File: config.mk
export PLATFORM = sky130hd
export DESIGN_NAME = param_reporter_flat
export DESIGN_NICKNAME = d
export VERILOG_FILES = /design/src/rtl/param_reporter_pkg.sv /design/src/rtl/param_reporter_if.sv /design/src/rtl/param_reporter_bin8_to_dec.sv /design/src/rtl/param_reporter.sv /design/src/flat_wrapper.sv
export SDC_FILE = /design/constraint.sdc
export NUM_CORES = 1
export LEC_CHECK = 0
export ABC_AREA = 1
export BUFFER_PORTS_ARGS = -buffer_cell sky130_fd_sc_hd__buf_4
export CORE_UTILIZATION = 50
export DETAILED_ROUTE_END_ITERATION = 6
export PLACE_DENSITY = 0.68
export SLEW_MARGIN = 20
export SYNTH_ARGS = -nofsm -noshare
export SYNTH_HDL_FRONTEND = slang
export SYNTH_HIERARCHICAL = 1
export SYNTH_SLANG_ARGS = --single-unit
File: constraint.sdc
create_clock -name clk -period 3.5 [get_ports clk]
set_input_delay 0.35 -clock clk [delete_from_list [all_inputs] [get_ports clk]]
set_output_delay 0.35 -clock clk [all_outputs]
set_load 0.05 [all_outputs]
File: src/rtl/param_reporter_pkg.sv
// Shared encodings and ASCII constants for the parameter report path.
package param_reporter_pkg;

    typedef enum logic [2:0] {
        ST_IDLE,
        ST_CONV_H,
        ST_CONV_T,
        ST_BUILD,
        ST_LOAD,
        ST_WAIT_DONE,
        ST_FINISH
    } state_t;

    typedef enum logic [1:0] {
        CV_IDLE,
        CV_HUND,
        CV_TENS
    } conv_phase_t;

    localparam logic [7:0] ASCII_ZERO = 8'h30;
    localparam logic [7:0] ASCII_CR   = 8'h0D;
    localparam logic [7:0] ASCII_LF   = 8'h0A;
    localparam logic [7:0] ASCII_E    = 8'h45;
    localparam logic [7:0] ASCII_R    = 8'h52;
    localparam logic [2:0] ERR_LEN    = 3'd5;

    function automatic logic [7:0] ascii_digit(input logic [3:0] d);
        return ASCII_ZERO + {4'h0, d};
    endfunction

endpackage

File: src/rtl/param_reporter_if.sv
// Request side (settings logic) and byte side (uart_tx) of the reporter.
interface param_reporter_if;
    logic       report_req;
    logic       report_error;
    logic [7:0] param_value;
    logic       busy;
    logic       report_done;
    logic       report_timeout;
    logic       uart_tx_en;
    logic [7:0] uart_tx_data;
    logic       uart_tx_done;

    modport master (
        output report_req, report_error, param_value, uart_tx_done,
        input  busy, report_done, report_timeout, uart_tx_en, uart_tx_data
    );

    modport slave (
        input  report_req, report_error, param_value, uart_tx_done,
        output busy, report_done, report_timeout, uart_tx_en, uart_tx_data
    );
endinterface

File: src/rtl/param_reporter_bin8_to_dec.sv
// Sequential 8-bit binary to decimal converter by repeated subtraction.
module bin8_to_dec
    import param_reporter_pkg::*;
(
    input  logic       clk,
    input  logic       rst_n,
    input  logic       start,
    input  logic [7:0] value,
    output logic       hund_done,
    output logic       done,
    output logic [1:0] hund,
    output logic [3:0] tens,
    output logic [3:0] ones
);

    conv_phase_t phase_q, phase_n;
    logic [7:0]  rem_q;
    logic [1:0]  hund_q;
    logic [3:0]  tens_q;

    // Both phase-exit flags are combinational so the parent FSM steps in lockstep.
    always_comb begin
        phase_n   = phase_q;
        hund_done = (phase_q == CV_HUND) && (rem_q < 8'd100);
        done      = (phase_q == CV_TENS) && (rem_q < 8'd10);
        case (phase_q)
            CV_IDLE: if (start)     phase_n = CV_HUND;
            CV_HUND: if (hund_done) phase_n = CV_TENS;
            CV_TENS: if (done)      phase_n = CV_IDLE;
            default:                phase_n = CV_IDLE;
        endcase
    end

    always_ff @(posedge clk or negedge rst_n) begin
        if (!rst_n) begin
            phase_q <= CV_IDLE;
            rem_q   <= 8'h00;
            hund_q  <= 2'd0;
            tens_q  <= 4'd0;
        end else begin
            phase_q <= phase_n;
            if (start && phase_q == CV_IDLE) begin
                rem_q  <= value;
                hund_q <= 2'd0;
                tens_q <= 4'd0;
            end else if (phase_q == CV_HUND && !hund_done) begin
                rem_q  <= rem_q - 8'd100;
                hund_q <= hund_q + 2'd1;
            end else if (phase_q == CV_TENS && !done) begin
                rem_q  <= rem_q - 8'd10;
                tens_q <= tens_q + 4'd1;
            end
        end
    end

    assign hund = hund_q;
    assign tens = tens_q;
    assign ones = rem_q[3:0];

endmodule

File: src/rtl/param_reporter.sv
// Streams a parameter value as ASCII decimal + CR LF (or "ERR" CR LF) to uart_tx.
module param_reporter
    import param_reporter_pkg::*;
#(
    parameter int CLK_FREQ       = 100_000_000,
    parameter int TX_TIMEOUT_CNT = CLK_FREQ / 1000
) (
    input  logic             clk,
    input  logic             rst_n,
    param_reporter_if.slave  bus
);

    localparam int            TW      = $clog2(TX_TIMEOUT_CNT + 1);
    localparam logic [TW-1:0] TO_LAST = TW'(TX_TIMEOUT_CNT - 1);

    state_t          state_q, state_n;
    logic [4:0][7:0] buf_q;
    logic [2:0]      len_q;
    logic [2:0]      idx_q;
    logic [TW-1:0]   to_cnt_q;

    logic            busy_q, tx_en_q, done_q, timeout_q;
    logic [7:0]      tx_data_q;

    logic            conv_start, conv_hund_done, conv_done;
    logic [1:0]      conv_hund;
    logic [3:0]      conv_tens, conv_ones;
    logic            load_err, build, send, advance, timeout;

    bin8_to_dec u_conv (
        .clk       (clk),
        .rst_n     (rst_n),
        .start     (conv_start),
        .value     (bus.param_value),
        .hund_done (conv_hund_done),
        .done      (conv_done),
        .hund      (conv_hund),
        .tens      (conv_tens),
        .ones      (conv_ones)
    );

    always_comb begin
        state_n    = state_q;
        conv_start = 1'b0;
        load_err   = 1'b0;
        build      = 1'b0;
        send       = 1'b0;
        advance    = 1'b0;
        timeout    = 1'b0;
        case (state_q)
            ST_IDLE: begin
                if (bus.report_req) begin
                    if (bus.report_error) begin
                        load_err = 1'b1;
                        state_n  = ST_LOAD;
                    end else begin
                        conv_start = 1'b1;
                        state_n    = ST_CONV_H;
                    end
                end
            end
            ST_CONV_H: if (conv_hund_done) state_n = ST_CONV_T;
            ST_CONV_T: if (conv_done)      state_n = ST_BUILD;
            ST_BUILD: begin
                build   = 1'b1;
                state_n = ST_LOAD;
            end
            ST_LOAD: begin
                send    = 1'b1;
                state_n = ST_WAIT_DONE;
            end
            ST_WAIT_DONE: begin
                // A done on the last allowed cycle still wins over the timeout.
                if (bus.uart_tx_done) begin
                    advance = 1'b1;
                    state_n = (idx_q == len_q - 3'd1) ? ST_FINISH : ST_LOAD;
                end else if (to_cnt_q == TO_LAST) begin
                    timeout = 1'b1;
                    state_n = ST_IDLE;
                end
            end
            ST_FINISH: state_n = ST_IDLE;
            default:   state_n = ST_IDLE;
        endcase
    end

    always_ff @(posedge clk or negedge rst_n) begin
        if (!rst_n) begin
            state_q   <= ST_IDLE;
            buf_q     <= '0;
            len_q     <= 3'd0;
            idx_q     <= 3'd0;
            to_cnt_q  <= '0;
            busy_q    <= 1'b0;
            tx_en_q   <= 1'b0;
            done_q    <= 1'b0;
            timeout_q <= 1'b0;
            tx_data_q <= 8'h00;
        end else begin
            state_q   <= state_n;
            busy_q    <= (state_n != ST_IDLE);
            tx_en_q   <= send;
            done_q    <= (state_n == ST_FINISH);
            timeout_q <= timeout;

            if (load_err) begin
                buf_q <= {ASCII_LF, ASCII_CR, ASCII_R, ASCII_R, ASCII_E};
                len_q <= ERR_LEN;
                idx_q <= 3'd0;
            end

            // Leading zeros are suppressed by shifting the frame down to slot 0.
            if (build) begin
                idx_q <= 3'd0;
                if (conv_hund != 2'd0) begin
                    buf_q <= {ASCII_LF, ASCII_CR, ascii_digit(conv_ones),
                              ascii_digit(conv_tens), ascii_digit({2'b00, conv_hund})};
                    len_q <= 3'd5;
                end else if (conv_tens != 4'd0) begin
                    buf_q <= {8'h00, ASCII_LF, ASCII_CR, ascii_digit(conv_ones),
                              ascii_digit(conv_tens)};
                    len_q <= 3'd4;
                end else begin
                    buf_q <= {8'h00, 8'h00, ASCII_LF, ASCII_CR, ascii_digit(conv_ones)};
                    len_q <= 3'd3;
                end
            end

            if (send) begin
                tx_data_q <= buf_q[idx_q];
                to_cnt_q  <= '0;
            end else if (state_q == ST_WAIT_DONE) begin
                to_cnt_q  <= to_cnt_q + TW'(1);
            end

            if (advance) idx_q <= idx_q + 3'd1;
        end
    end

    assign bus.busy           = busy_q;
    assign bus.uart_tx_en     = tx_en_q;
    assign bus.uart_tx_data   = tx_data_q;
    assign bus.report_done    = done_q;
    assign bus.report_timeout = timeout_q;

endmodule

File: src/flat_wrapper.sv
// flat-port wrapper written by rule: the top's interface ports become plain ports
module param_reporter_flat import param_reporter_pkg::*;
#(
    parameter int CLK_FREQ       = 100_000_000,
    parameter int TX_TIMEOUT_CNT = CLK_FREQ / 1000
)
  (clk, rst_n, bus_report_req, bus_report_error, bus_param_value, bus_uart_tx_done, bus_busy, bus_report_done, bus_report_timeout, bus_uart_tx_en, bus_uart_tx_data);
  param_reporter_if bus_i ();
  input  logic clk;
  input  logic rst_n;
  input wire logic [$bits(bus_i.report_req)-1:0] bus_report_req;
  input wire logic [$bits(bus_i.report_error)-1:0] bus_report_error;
  input wire logic [$bits(bus_i.param_value)-1:0] bus_param_value;
  input wire logic [$bits(bus_i.uart_tx_done)-1:0] bus_uart_tx_done;
  output wire logic [$bits(bus_i.busy)-1:0] bus_busy;
  output wire logic [$bits(bus_i.report_done)-1:0] bus_report_done;
  output wire logic [$bits(bus_i.report_timeout)-1:0] bus_report_timeout;
  output wire logic [$bits(bus_i.uart_tx_en)-1:0] bus_uart_tx_en;
  output wire logic [$bits(bus_i.uart_tx_data)-1:0] bus_uart_tx_data;
  assign bus_i.report_req = bus_report_req;
  assign bus_i.report_error = bus_report_error;
  assign bus_i.param_value = bus_param_value;
  assign bus_i.uart_tx_done = bus_uart_tx_done;
  assign bus_busy = bus_i.busy;
  assign bus_report_done = bus_i.report_done;
  assign bus_report_timeout = bus_i.report_timeout;
  assign bus_uart_tx_en = bus_i.uart_tx_en;
  assign bus_uart_tx_data = bus_i.uart_tx_data;
  param_reporter #(.CLK_FREQ(CLK_FREQ), .TX_TIMEOUT_CNT(TX_TIMEOUT_CNT)) u_core (.clk(clk), .rst_n(rst_n), .bus(bus_i));
endmodule
==> flow_summary_export.csv <==
group,metric,value,unit
run_status,status,"finished clean",
routing,drc,0,
yosys,synth_ff_type,"dfrtp_1",
yosys,synthesis.nets,560,
timing,finClkSkew,0.007244,ns
yosys,yosysWarningCount,6,
yosys,synthesis.area,4038,um2
timing,tns,0,ns
place,post-place-cells,652,
critical_path,rrSetupSlack,1.51,ns
routing,ant_nets,0,
critical_path,max_stage_delay,0.45,ns
grt,antenna_found_initial,0,
power,finalPower,0.003825,W
power,intPower,0.002052,W
critical_path,r2r_end,"u_core/u_conv/rem_q[7]",
critical_path,critPathTopFamily,"simple AND/OR/NAND/NOR gates",
place,io_buffer_count,23,
routing,route.vias.total,3449,
grt,track_usage,22.69,%
timing,tightest_slew,0.8890,ns
critical_path,cp_common_cell,"nand2_1",
timing,rsz0062_at_grt,"false",
cells_and_area,syn2layout_area_growth,10.66,%
die,initial_core_util,51.98,%
timing,max_freq,0.5024,GHz
cells_and_area,multi_input_area,1888,um2
routing,viasPerCell,5.163,
yosys,syn_inst,539,
cells_and_area,final_util,57.52,%
die,io_pins,25,
critical_path,critPathCaptureType,"flop",
grt,grt_max_degree,72,
power,switching_share,46.36,%
power,p_per_area,856.2,nW/um2
yosys,synth_seq_area_share,44.00,%
critical_path,crit_buf_inv,2,
grt,overflow,0,
critical_path,crit_type,"flop to flop",
cells_and_area,stdcell_count,668,
grt,top_usage_layer,"met2",
clocking,cts_tree,"done",
cells_and_area,n_antenna_cell,0,
timing,finalCritPeriodShare,56.87,%
place,routabilityCongestion,0.8610,
clocking,cts_root_buf,"clkbuf_8",
hold_path,hold_class,"primary input to asynchronous set/reset pin",
power,p_switching,0.001774,W
critical_path,reg2regPathDepth,9,
clocking,post-cts-setup-buffers,0,
timing,setup_viol,0,
power,seq_power_share,36.3,%
critical_path,path_cells,"nor2_1 -> nand3_1 -> inv_1 -> nand2_1 -> or2_2 -> nand2_1 -> inv_1 -> nand2_1 -> nand2_1",
cells_and_area,fill_cells,750,
timing,min_period,1.990,ns
critical_path,r2r_start,"u_core/state_q[0]",
critical_path,cp.required,3.74,ns
power,peakVddDrop,0.3553,mV
power,cellLeakagePower,2.269,nW
power,power.share.clock,17.9,%
cells_and_area,regArea,1777,um2
die,rows,32,
routing,firstDrtPassIters,4,
critical_path,crit_slowest_cell,"dfrtp_1",
clocking,clk_pin_slew,0.08,ns
critical_path,path_depth,9,
die,die_area,8438,um2
clocking,cts_buffers,9,
grt,first_global_vias,3311,
critical_path,crit_end,"u_core/u_conv/rem_q[7]",
die,die_w,91.86,um
routing,drt_iter0_drc,148,
clocking,cts_max_level,3,
clocking,cts.sinks,71,
power,combPwrFrac,45.8,%
critical_path,cp_max_fo,19,
clocking,hold_buffers,0,
yosys,async_flop_share,100.0,%
clocking,clockBufferDepth,2,
grt,grt_pass1_wl,15090,um
cells_and_area,nets,582,
die,die_h,91.86,um
timing,finalHoldViolations,0,
yosys,yosys_register_bits,71,
clocking,cts_resized,0,
grt,use_met3,2.985,%
place,dp_hpwl,6190,um
yosys,yosysUniqueCellTypes,38,
flow_run,cap_violations,0,
cells_and_area,drive_gt1_share,11.48,%
yosys,synth-edff-count,0,
critical_path,startpoint,"u_core/state_q[0]",
routing,finalWirelength,8633,um
clocking,clock_latency,0.35,ns
timing,relSlewSlack,40.74,%
routing,wl_per_cell,12.92,um
grt,use_met2,38.25,%
yosys,avgSynthCellArea,7.491,um2
critical_path,arrival,2.23,ns
die,core,7767,um2
timing,drv_slew,0,
critical_path,cp-start-kind,"flop",
grt,use_met1,29.41,%
-- metrics by stage --
step	hold WS [ns]	cell area, um2	setup WS (ns)
2_1_floorplan	0.05441	4038	1.934
3_3_place_gp	0.4657	4260	1.553
3_5_place_dp	0.4686	4260	1.524
4_1_cts	0.1675	4468	1.524
5_1_grt	0.1937	4468	1.339
6_report	0.1147	4468	1.510
-- cell usage after synthesis, types with 6 or more instances --
cell	instances	share of area, %
nand2_1	148	14
a21oi_1	18	2.2
inv_1	73	6.8
ha_1	8	2.5
o22ai_1	8	1.2
o211ai_1	6	1.1
buf_4	6	1.1
nand4_1	6	0.93
nand3_1	42	5.2
nor3_1	7	0.87
o21ai_0	46	5.7
nor2_1	48	4.5
dfrtp_1	71	44
-- power by group through the flow --
stage | combinational [W] | clock [W] | sequential (W)
3_5_place_dp | 0.00176 | 0 | 0.00140
6_report | 0.00175 | 0.000683 | 0.00139
2_1_floorplan | 0.00125 | 0 | 0.00149
3_3_place_gp | 0.00172 | 0 | 0.00139
5_1_grt | 0.00200 | 0.000740 | 0.00144
4_1_cts | 0.00176 | 0.000703 | 0.00139
-- layout make-up --
cell class / count / area share, %
timing repair buffer: 23 / 3.864
inverter: 78 / 6.609
clock buffer: 12 / 3.472
tap: 102 / 2.856
multi-input combinational: 378 / 42.26
clock inverter: 4 / 1.176
sequential: 71 / 39.76
-- cells in the final DEF, fill, tap and decap left out, drive strengths merged, types with 3 or more instances in the layout --
cell type / instances
o21ai: 50
nand2: 155
or2: 4
nor2: 54
dfrtp: 71
nand4: 6
a21oi: 19
nor3: 7
buf: 23
o22ai: 8
ha: 8
o211ai: 6
clkbuf: 12
inv: 79
o221ai: 3
nand3: 45
-- how the worst min path moves through the flow --
stage                                    start                         end  slack, ns  depth (start not counted)
floorplan                                rst_n             u_core/buf_q[0]       0.05                          0
global placement              u_core/buf_q[25]            u_core/buf_q[25]       0.47                          2
detailed placement  u_core/bus.uart_tx_data[0]  u_core/bus.uart_tx_data[0]       0.47                          2
CTS                                      rst_n          u_core/to_cnt_q[1]       0.17                          1
global route                  bus_uart_tx_done   u_core/bus.report_timeout       0.19                          2
finish                                   rst_n          u_core/to_cnt_q[0]       0.11                          1
-- flip-flops by register name (all words and copies together), names as in the netlist --
register and count:
u_core/u_conv/rem_q 8, u_core/bus.report_timeout 1, u_core/u_conv/phase_q 2, u_core/bus.report_done 1
u_core/state_q 3, u_core/to_cnt_q 17, u_core/u_conv/tens 4, u_core/bus.uart_tx_en 1
u_core/u_conv/hund 2, u_core/bus.uart_tx_data 7, u_core/len_q 2, u_core/bus.busy 1
u_core/buf_q 19, u_core/idx_q 3
-- per-layer routing --
| layer | wire [um] | share of wire [%] | up-vias |
|---|---|---|---|
| met3 | 279 | 3.2 | 11 |
| met4 | 150 | 1.7 | 0 |
| met1 | 4105 | 48 | 1594 |
| met2 | 4097 | 47 | 57 |
| met5 | 0 | 0 | - |
| li1 | - | - | 1787 |
-- cells by family (layout without fill, tap and decap cells) --
kind of cell	count (synthesis)	after routing	share of synthesized area [%]
AOI/OAI and AO/OA	93	93	13.36
other	1	1	0.09288
xor gates and xnor gates	3	3	0.6509
DFF	71	71	44.00
buffers and inverters	90	117	9.234
and+or+nand+nor	273	273	30.18
adders and majority gates	8	8	2.479
Note: power is estimated with default switching activity, not from simulation.
